[src/rtl/bmg_soft.sv]
// bmg_soft: soft-decision branch metric generator; each accepted symbol is swept over
// 2^WD_FSM segments of 2*N_ACS lanes. Define BMG_SOFT_PUNCT_EN for the EraseMask port.
module bmg_soft #(
   parameter int unsigned WD_SOFT = 3,
   parameter int unsigned N_CODE  = 2,
   parameter int unsigned N_ACS   = 8,
   parameter int unsigned WD_FSM  = 5,
   parameter int unsigned WD_DIST = 4,
   parameter logic [N_CODE*(WD_FSM+$clog2(N_ACS)+1)-1:0] POLYS = {9'o753, 9'o561}
) (
   input  logic                       Clock2,
   input  logic                       Reset,
   input  logic                       InValid,
   output logic                       InReady,
   input  logic [N_CODE*WD_SOFT-1:0]  Code,
`ifdef BMG_SOFT_PUNCT_EN
   input  logic [N_CODE-1:0]          EraseMask,
`endif
   output logic [WD_DIST*2*N_ACS-1:0] Distance,
   output logic [WD_FSM-1:0]          OutSegment,
   output logic                       OutValid,
   input  logic                       OutReady,
   output logic                       OutLast
);

   localparam int unsigned LW = $clog2(N_ACS) + 1;
   localparam int unsigned K  = WD_FSM + LW;
   localparam logic [WD_SOFT-1:0] SOFT_MAX = '1;

   if (WD_DIST < WD_SOFT + $clog2(N_CODE)) begin : g_chk_dist
      $error("bmg_soft: WD_DIST too narrow for WD_SOFT and N_CODE");
   end
   if ((N_ACS & (N_ACS - 1)) != 0) begin : g_chk_acs
      $error("bmg_soft: N_ACS must be a power of 2");
   end

   typedef enum logic {IDLE, SWEEP} state_t;

   state_t                     r_state;
   state_t                     w_state_nxt;
   logic [WD_FSM-1:0]          r_seg_cnt;
   logic [N_CODE*WD_SOFT-1:0]  r_code;
   logic [N_CODE-1:0]          w_erase;
   logic                       w_advance;
   logic                       w_last_seg;
   logic                       w_load;
   logic                       w_in_xfer;
   logic [WD_DIST*2*N_ACS-1:0] w_dist;
   logic [K-1:0]               w_bid;
   logic [WD_SOFT-1:0]         w_sym;
   logic [WD_DIST-1:0]         w_sum;

`ifdef BMG_SOFT_PUNCT_EN
   logic [N_CODE-1:0] r_mask;

   always_ff @(posedge Clock2 or negedge Reset) begin
      if (!Reset) begin
         r_mask <= '0;
      end else if (w_in_xfer) begin
         r_mask <= EraseMask;
      end
   end

   assign w_erase = r_mask;
`else
   assign w_erase = '0;
`endif

   assign w_advance  = !OutValid || OutReady;
   assign w_last_seg = (r_seg_cnt == '1);
   assign w_load     = (r_state == SWEEP) && w_advance;
   // Accepting during the final load lets the next symbol follow without a bubble.
   assign InReady    = (r_state == IDLE) || (w_load && w_last_seg);
   assign w_in_xfer  = InValid && InReady;

   always_ff @(posedge Clock2 or negedge Reset) begin
      if (!Reset) begin
         r_state <= IDLE;
      end else begin
         r_state <= w_state_nxt;
      end
   end

   always_comb begin
      w_state_nxt = r_state;
      case (r_state)
         IDLE:    if (w_in_xfer) w_state_nxt = SWEEP;
         SWEEP:   if (w_load && w_last_seg && !w_in_xfer) w_state_nxt = IDLE;
         default: w_state_nxt = IDLE;
      endcase
   end

   always_comb begin
      w_dist = '0;
      w_bid  = '0;
      w_sym  = '0;
      w_sum  = '0;
      for (int unsigned k = 0; k < 2*N_ACS; k++) begin
         w_sum = '0;
         w_bid = {r_seg_cnt, LW'(k)};
         for (int unsigned j = 0; j < N_CODE; j++) begin
            w_sym = r_code[j*WD_SOFT +: WD_SOFT];
            if (!w_erase[j]) begin
               if (^(w_bid & POLYS[j*K +: K])) begin
                  w_sum = w_sum + WD_DIST'(SOFT_MAX - w_sym);
               end else begin
                  w_sum = w_sum + WD_DIST'(w_sym);
               end
            end
         end
         w_dist[k*WD_DIST +: WD_DIST] = w_sum;
      end
   end

   always_ff @(posedge Clock2 or negedge Reset) begin
      if (!Reset) begin
         r_seg_cnt  <= '0;
         r_code     <= '0;
         Distance   <= '0;
         OutSegment <= '0;
         OutValid   <= 1'b0;
         OutLast    <= 1'b0;
      end else begin
         if (w_load) begin
            Distance   <= w_dist;
            OutSegment <= r_seg_cnt;
            OutLast    <= w_last_seg;
            OutValid   <= 1'b1;
            r_seg_cnt  <= r_seg_cnt + 1'b1;
         end else if (OutValid && OutReady) begin
            OutValid <= 1'b0;
         end
         // A new symbol overrides the increment issued by the same final load.
         if (w_in_xfer) begin
            r_code    <= Code;
            r_seg_cnt <= '0;
         end
      end
   end

endmodule

[config.mk]
export PLATFORM = sky130hd
export DESIGN_NAME = bmg_soft
export DESIGN_NICKNAME = d
export VERILOG_FILES = /design/src/rtl/bmg_soft.sv
export SDC_FILE = /design/constraint.sdc
export NUM_CORES = 1
export LEC_CHECK = 0
export ABC_AREA = 1
export ABC_CLOCK_PERIOD_IN_PS = 3300
export CAP_MARGIN = 25
export CORE_MARGIN = 4
export CORE_UTILIZATION = 48
export CTS_BUF_LIST = sky130_fd_sc_hd__clkbuf_4 sky130_fd_sc_hd__clkbuf_8
export DETAILED_ROUTE_END_ITERATION = 10
export GPL_TIMING_DRIVEN = 0
export HOLD_SLACK_MARGIN = 0.12
export PLACE_DENSITY = 0.89
export SYNTH_ARGS = -nofsm -noshare
export SYNTH_HDL_FRONTEND = slang
export SYNTH_SLANG_ARGS = --single-unit
[constraint.sdc]
create_clock -name Clock2 -period 3.3 [get_ports Clock2]
set_input_delay 0.495 -clock Clock2 [delete_from_list [all_inputs] [get_ports Clock2]]
set_output_delay 0.495 -clock Clock2 [all_outputs]
set_load 0.02 [all_outputs]
==> impl_metrics.py <==
metrics = {
    "timing": {
        "drv_slew": 0,
        "whs_ns": 0.269,
        "skew_ns": 0.0125,
        "clock.fmax_mhz": 372,
        "worst_pin_slew_ns": 0.776,
        "hold_viol_final": 0,
        "setup-violations-final": 0,
        "setup_tns_ns": 0,
        "period_share": 0.814,
        "max-slew-margin-rel": 0.483,
        "rsz0062_at_grt": "false",
        "fin_crit_ns": 2.69,
    },
    "final_layout": {
        "final_common_cell": "nand2_1",
        "layout_common_cells": "124 x nand2_1, 80 x clkdlybuf4s50_1, 51 x buf_4",
        "design_area_sq_mm": 0.00353,
        "diodes": 0,
        "fin_nets": 453,
        "areaGrowthSynthToFinish_pct": 38.5,
        "drive_above_1_share": 0.175,
    },
    "routing": {
        "num_vias": 2248,
        "drt_iter0_markers": 141,
        "vias_per_cell": 4.56,
        "wl_per_cell_um": 11.8,
        "totalWireLength_um": 5810,
        "antenna_left": 0,
        "drc": 0,
        "firstDrtPassIters": 4,
    },
    "floorplanning": {
        "die-area_sq_mm": 0.00655,
        "die_w_um": 80.9,
        "die_h_um": 80.9,
        "core-area_sq_mm": 0.00514,
        "rows": 26,
        "initial_core_util": 0.497,
        "io_pins": 82,
    },
    "critical_path": {
        "start_kind": "register",
        "critPathMaxStageDelay_ns": 0.45,
        "r2r_start": "r_seg_cnt[1]",
        "cp_slowest_cell": "dfrtp_1",
        "regToRegSetupSlack_ns": 0.61,
        "critPathArrivalTime_ns": 2.88,
        "critPathKind": "register to register",
        "cp_num_buf_inv": 2,
        "cp-end-kind": "register",
        "r2r-end": "Distance[62]",
        "critPathRequiredTime_ns": 3.49,
        "crit_family": "adder cells",
        "worstPathCellList": "ha_1 -> xor2_1 -> nand2_1 -> nand2_2 -> inv_2 -> nand2_1 -> nand2_1 -> ha_1 -> inv_1 -> fa_1 -> xor2_1 -> nand3_1 -> nand3_1 -> nand2_1",
        "worst_r2r_path_depth": 14,
        "crit_fanout": 7,
        "crit_path_frequent_cell": "nand2_1",
    },
    "synth": {
        "synth.distinct_cells": 22,
        "syn_area_per_cell_sq_um": 7.64,
        "ys_ff_latch": 35,
        "yosys.area.top_type": "dfrtp_1",
        "synth_xor_area_frac": 0.0206,
        "synthSimpleGateAreaFrac": 0.299,
        "synth_top_family_by_area": "simple AND/OR/NAND/NOR gates",
        "yosysTopAreaCellShare": 0.343,
        "synthCells": 334,
        "synthMuxAreaShare": 0,
        "synth_fp_nets": 365,
        "netlist_top_cells_area": "dfrtp_1 34%, nand2_1 18%, buf_4 15%",
        "netlist_area_sq_mm": 0.00255,
        "yosysWarnings": 0,
        "ys_seq_area_frac": 0.343,
        "synth_compound_area_frac": 0.0225,
        "synthAdderAreaFrac": 0.115,
    },
    "place": {
        "dpl-instance-area_sq_mm": 0.00345,
        "io_buffers": 81,
        "dp_hpwl_um": 4630,
        "gp_congestion": 0.901,
    },
    "grt": {
        "antenna_found_initial": 0,
        "grt_usage": 0.185,
        "grt_pass1_vias": 2029,
        "grt_pass1_wl_um": 9500,
        "grt_max_degree": 36,
        "gr-total-overflow": 0,
    },
    "clock_tree": {
        "cts_hold_buf": 0,
        "cts_tree": "done",
        "post_cts_buffers": 0,
        "insertion_delay_ns": 0.30,
        "clockBufferDepth": 2,
        "clock_sinks": 35,
        "h-tree-depth": 2,
        "root_buffer": "clkbuf_8",
        "cts_resized": 0,
        "cts.clk_slew.worst_paths_ns": 0.08,
        "numCtsBuffers": 5,
    },
    "outcome": {
        "status": "completed",
    },
    "min_path": {
        "hold_path.class": "input pin to asynchronous set/reset pin",
    },
    "flow_run": {
        "drv_cap": 0,
    },
}
[cells in the mapped netlist (all sizes together)]
library cell / number
buf: 52
a21o: 1
xor2: 5
clkbuf: 3
fa: 4
a21oi: 3
xnor2: 1
dfrtp: 35
inv: 29
nor3b: 2
nor2: 10
nand2: 128
o21bai: 2
ha: 17
o21ai: 4
nand3: 38
[worst max path at each step]
| stage | to | start | depth (start not counted) | slack, ns |
|---|---|---|---|---|
| after floorplan | Distance[50] | r_seg_cnt[1] | 13 | 0.97 |
| after global placement | Distance[58] | r_seg_cnt[1] | 13 | 0.71 |
| after detailed placement | Distance[62] | r_seg_cnt[1] | 14 | 0.63 |
| after CTS | Distance[62] | r_seg_cnt[1] | 14 | 0.61 |
| after global routing | Distance[62] | r_seg_cnt[1] | 14 | 0.34 |
| final | Distance[62] | r_seg_cnt[1] | 14 | 0.61 |
[cells by family after synthesis]
group / count (synthesis)
and+or+nand+nor: 178
DFF: 35
xor gates and xnor gates: 6
AOI/OAI and AO/OA: 10
buffers and inverters: 84
adders and majority gates: 21
[state kept, by name, summed over array words and instances, names as in the netlist]
| name | count |
|---|---|
| r_state | 1 |
| r_code | 6 |
| Distance | 16 |
| OutLast | 1 |
| r_seg_cnt | 5 |
| OutValid | 1 |
| OutSegment | 5 |
[per-stage QoR]
step | util | setup WS, ns | cells
2_1_floorplan | - | 0.966 | 334
3_3_place_gp | 0.671 | 0.711 | 485
3_5_place_dp | 0.670 | 0.633 | 485
4_1_cts | 0.688 | 0.606 | 493
5_1_grt | 0.688 | 0.341 | 493
6_report | 0.688 | 0.612 | 493
[per-layer routing]
layer / vias up / GRT usage / share of wire
met5: - / 0 / 0
met4: 0 / 0.0557 / 0.011
met1: 1008 / 0.226 / 0.42
met2: 70 / 0.322 / 0.49
met3: 6 / 0.0455 / 0.073
li1: 1164 / - / -
[cell type report]
type	count	area, sq um
Fill cell	454	1610
Tap cell	70	87.6
Timing Repair Buffer	81	806
Multi-Input combinational cell	215	1170
Inverter	29	109
Clock buffer	6	76.3
Sequential cell	35	876
Buffer	55	402
Clock inverter	2	12.5
Power is not shown: default switching activity piles up to over one toggle a cycle in this logic, so the estimate is an artifact.
